===== config.mk =====
export PLATFORM = sky130hd
export DESIGN_NAME = sipo_deser
export DESIGN_NICKNAME = d
export VERILOG_FILES = /design/src/rtl/sipo_deser.sv
export SDC_FILE = /design/constraint.sdc
export NUM_CORES = 1
export LEC_CHECK = 0
export BUFFER_PORTS_ARGS = -buffer_cell sky130_fd_sc_hd__buf_2
export CORE_AREA = 2 2 39 41
export CTS_CLUSTER_DIAMETER = 60
export CTS_CLUSTER_SIZE = 30
export DETAILED_ROUTE_END_ITERATION = 16
export DIE_AREA = 0 0 41 43
export GPL_TIMING_DRIVEN = 0
export PLACE_DENSITY = 0.61
export SLEW_MARGIN = 15
export SYNTH_ARGS = -nofsm -noshare
export SYNTH_HDL_FRONTEND = slang
export SYNTH_SLANG_ARGS = --single-unit

===== constraint.sdc =====
create_clock -name clk -period 1.38 [get_ports clk]
set_input_delay 0.069 -clock clk [delete_from_list [all_inputs] [get_ports clk]]
set_output_delay 0.069 -clock clk [all_outputs]
set_load 0.005 [all_outputs]

===== src/rtl/sipo_deser.sv =====
// rtl/sipo_deser.sv - MSB-first serial-in parallel-out deserializer with valid/ready output and sticky overrun
module sipo_deser #(
    parameter int WIDTH = 4
) (
    input  logic             clk,
    input  logic             rst,
    input  logic             sin,
    input  logic             sin_en,
    input  logic             clr,
    output logic [WIDTH-1:0] pout,
    output logic             pout_valid,
    input  logic             pout_ready,
    output logic             overrun,
    output logic             busy
);
    localparam int CW = (WIDTH > 2) ? $clog2(WIDTH) : 1;
    localparam logic [CW-1:0] CNT_LAST = CW'(WIDTH - 1);
    localparam logic [CW-1:0] CNT_ONE  = CW'(1);

    logic [WIDTH-1:0] r_sr;
    logic [CW-1:0]    r_cnt;
    logic [WIDTH-1:0] r_pout;
    logic             r_valid;
    logic             r_overrun;

    logic             w_shift;
    logic             w_last;
    logic             w_load;
    logic             w_take;
    logic [WIDTH-1:0] w_word;

    assign w_shift = sin_en && !clr;
    assign w_last  = w_shift && (r_cnt == CNT_LAST);
    assign w_word  = {r_sr[WIDTH-2:0], sin};
    // A completion may reuse the holding register when the consumer takes the old word this same cycle
    assign w_load  = w_last && (!r_valid || pout_ready);
    assign w_take  = r_valid && pout_ready;

    always_ff @(posedge clk or negedge rst) begin
        if (!rst) begin
            r_sr      <= '0;
            r_cnt     <= '0;
            r_pout    <= '0;
            r_valid   <= 1'b0;
            r_overrun <= 1'b0;
        end else begin
            if (clr) begin
                r_cnt     <= '0;
                r_overrun <= 1'b0;
            end else if (sin_en) begin
                r_sr  <= w_word;
                r_cnt <= w_last ? '0 : r_cnt + CNT_ONE;
                if (w_last && !w_load) begin
                    r_overrun <= 1'b1;
                end
            end

            if (w_load) begin
                r_pout  <= w_word;
                r_valid <= 1'b1;
            end else if (w_take) begin
                r_valid <= 1'b0;
            end
        end
    end

    assign pout       = r_pout;
    assign pout_valid = r_valid;
    assign overrun    = r_overrun;
    assign busy       = (r_cnt != '0);
endmodule


==> impl_metrics.json <==
{
  "grt_overflow_total": 0,
  "required_ps": 1520,
  "dpl_cell_area_um2": 554,
  "setup_viol_count_final": 0,
  "ir_worst_vdd_v": 0.000672,
  "cts_buffers": 3,
  "hold-worst-slack_ps": 8.03,
  "start_util_pct": 34.3,
  "switching_share_pct": 24.1,
  "wl_per_cell_um": 10.6,
  "grt_max_degree": 12,
  "cts_max_path_buffers": 2,
  "cts_max_level": 1,
  "final_area_um2": 618,
  "ys_ff_latch": 11,
  "pwr-share-clk_pct": 29.2,
  "hold_viol": 0,
  "cts-root-buf": "clkbuf_4",
  "place_congestion": 0.654,
  "pin_count": 13,
  "tightest_slew_ps": 238,
  "cap_viol_max_count": 0,
  "routed_wl_um": 741,
  "antenna_found_initial": 0,
  "synth.avg_cell_area_um2": 13.5,
  "fin_crit_sh_pct": 95.3,
  "synthCells": 35,
  "drc": 0,
  "netSwitchingPower_mw": 0.176,
  "grt_usage_pct": 11.7,
  "ant_nets": 0,
  "seqPwrFrac_pct": 54.7,
  "hpwl_um": 537,
  "cts.sinks": 11,
  "outcome": "complete, no violations",
  "dieArea_mm2": 0.00176,
  "p_leak_nw": 0.337,
  "insertedDiodeCount": 0,
  "drt_iter0_drc": 0,
  "vias": 321,
  "first_pass_iters": 1,
  "tritoncts": "built",
  "clkTransAtPathRegs_ps": 70,
  "relSlewSlack_pct": 84.1,
  "fill_cells": 130,
  "yosysSeqAreaShare_pct": 58.0,
  "die_height_um": 43,
  "rsz0062_at_grt": "yes",
  "grt_pass1_wl_mm": 1.32,
  "fin_nets": 63,
  "maxSlewViolCount": 0,
  "fin_skew_ps": 6.19,
  "io_buffers": 12,
  "period_needed_ps": 1310,
  "hold_path.class": "primary input to flop",
  "synth.cell_area_um2": 474,
  "die_w_um": 41,
  "synth_warnings": 0,
  "crit_fanout": 4,
  "crit_path_end_kind": "flop",
  "syn_to_final_growth_pct": 30.3,
  "rows": 14,
  "fmax_mhz": 761,
  "pwr_density_cell_mw_per_mm2": 1180,
  "core-area_mm2": 0.00138,
  "path_class": "flop to flop",
  "syn-num-nets": 43,
  "crit_arrival_ps": 1460,
  "drive_gt1_share_pct": 42.6,
  "combPwrFrac_pct": 16.1,
  "p_int_mw": 0.553,
  "clock_latency_ps": 260,
  "drt-vias-per-instance": 4.59,
  "grt_pass1_vias": 310,
  "worst_setup_path_start_kind": "flop",
  "yosysUniqueCellTypes": 12
}
==> per-stage QoR <==
step	instances	utilization [%]	setup slack (ps)	setup TNS [ps]	total power [mW]
2_1_floorplan	35	-	138	0	0.459
3_3_place_gp	63	40.1	47.4	0	0.510
3_5_place_dp	63	40.1	28.5	0	0.515
4_1_cts	68	42.7	14.2	0	0.733
5_1_grt	70	44.7	-16.5	-45.2	0.792
6_report	70	44.7	65.4	0	0.729
==> flip-flops by register name, summed over array words and instances, names as in the netlist <==
signal,cells
r_sr,3
pout_valid,1
overrun,1
pout,4
r_cnt,2
==> cell usage in the layout (no fill, tap or decap), drive strengths merged <==
| master | instances |
|---|---|
| and2b | 1 |
| inv | 3 |
| buf | 14 |
| dlygate4sd3 | 1 |
| ha | 2 |
| mux2i | 2 |
| clkbuf | 4 |
| nand2b | 2 |
| dfrtp | 11 |
| nand3b | 1 |
| mux2 | 7 |
| nor2 | 5 |
| a31oi | 1 |
==> final timing paths <==
| kind | startpoint | end | slack [ps] | cells past startpoint |
|---|---|---|---|---|
| worst max-delay path | r_cnt[0]$_DFFE_PN0P_ | pout[2]$_DFFE_PN0P_ | 70 | 4 |
| worst min-delay path | clr | overrun$_DFFE_PN0P_ | 8 | 2 |
| worst max register to register | r_cnt[0]$_DFFE_PN0P_ | pout[2]$_DFFE_PN0P_ | 70 | 4 |
| worst min register to register | pout[2]$_DFFE_PN0P_ | pout[2]$_DFFE_PN0P_ | 480 | 1 |
| max in group asynchronous | rst | r_cnt[0]$_DFFE_PN0P_ | 990 | 2 |
| min in group asynchronous | rst | pout[3]$_DFFE_PN0P_ | 190 | 2 |
==> cell usage after synthesis (all sizes together) <==
library cell  number  area, um^2
mux2i              2        20.0
and2b              1        7.51
ha                 2        25.0
nand3b             1        11.3
dfrtp             11         275
nand2b             2        12.5
mux2               7        78.8
nor2               5        26.3
inv                3        11.3
a31oi              1        6.26
==> critical path: stages, from the launching register on <==
cell and delay, ps:
dfrtp_1 410, ha_4 170, nand3b_2 110, nor2_4 190, mux2_1 330
==> area by class of cell <==
cell class / count / area (um^2) / share of cell area, %
clock buffer: 4 / 26.3 / 4.25
timing repair buffer: 15 / 85.1 / 13.8
inverter: 3 / 11.3 / 1.82
multi-input combinational: 21 / 200 / 32.4
sequential: 11 / 275 / 44.5
tap: 16 / 20.0 / 3.24
==> power groups by stage <==
| stage | Clock [mW] | Sequential, mW | Combinational, mW |
|---|---|---|---|
| 2_1_floorplan | 0 | 0.402 | 0.0571 |
| 3_3_place_gp | 0 | 0.403 | 0.107 |
| 3_5_place_dp | 0 | 0.404 | 0.111 |
| 4_1_cts | 0.222 | 0.398 | 0.113 |
| 5_1_grt | 0.249 | 0.407 | 0.136 |
| 6_report | 0.213 | 0.399 | 0.118 |
==> repair_timing <==
item,4_1_cts,5_1_grt
resized for setup,0,2
setup endpoints to repair,0,4
hold buffers,1,0
setup buffers,0,2
hold endpoints to repair,11,0
==> logic make-up (layout without fill, tap and decap cells) <==
group | count (synthesis) | in the layout | synth area share (%)
AO/OA/AOI/OAI | 1 | 1 | 1.32
adder cells (fa/ha/maj) | 2 | 2 | 5.28
buffers and inverters | 3 | 22 | 2.37
flip-flops | 11 | 11 | 58.0
multiplexers | 9 | 9 | 20.8
AND/OR/NAND/NOR | 9 | 9 | 12.1
==> metal layers <==
layer | share of wire, % | GRT usage [%] | vias to the layer above
li1 | - | - | 156
met1 | 48 | 15.8 | 152
met2 | 44 | 14.7 | 11
met3 | 6.3 | 7.85 | 2
met4 | 1.3 | 4.00 | 0
met5 | 0 | 0 | -
Note: power is estimated with default switching activity, not from simulation.
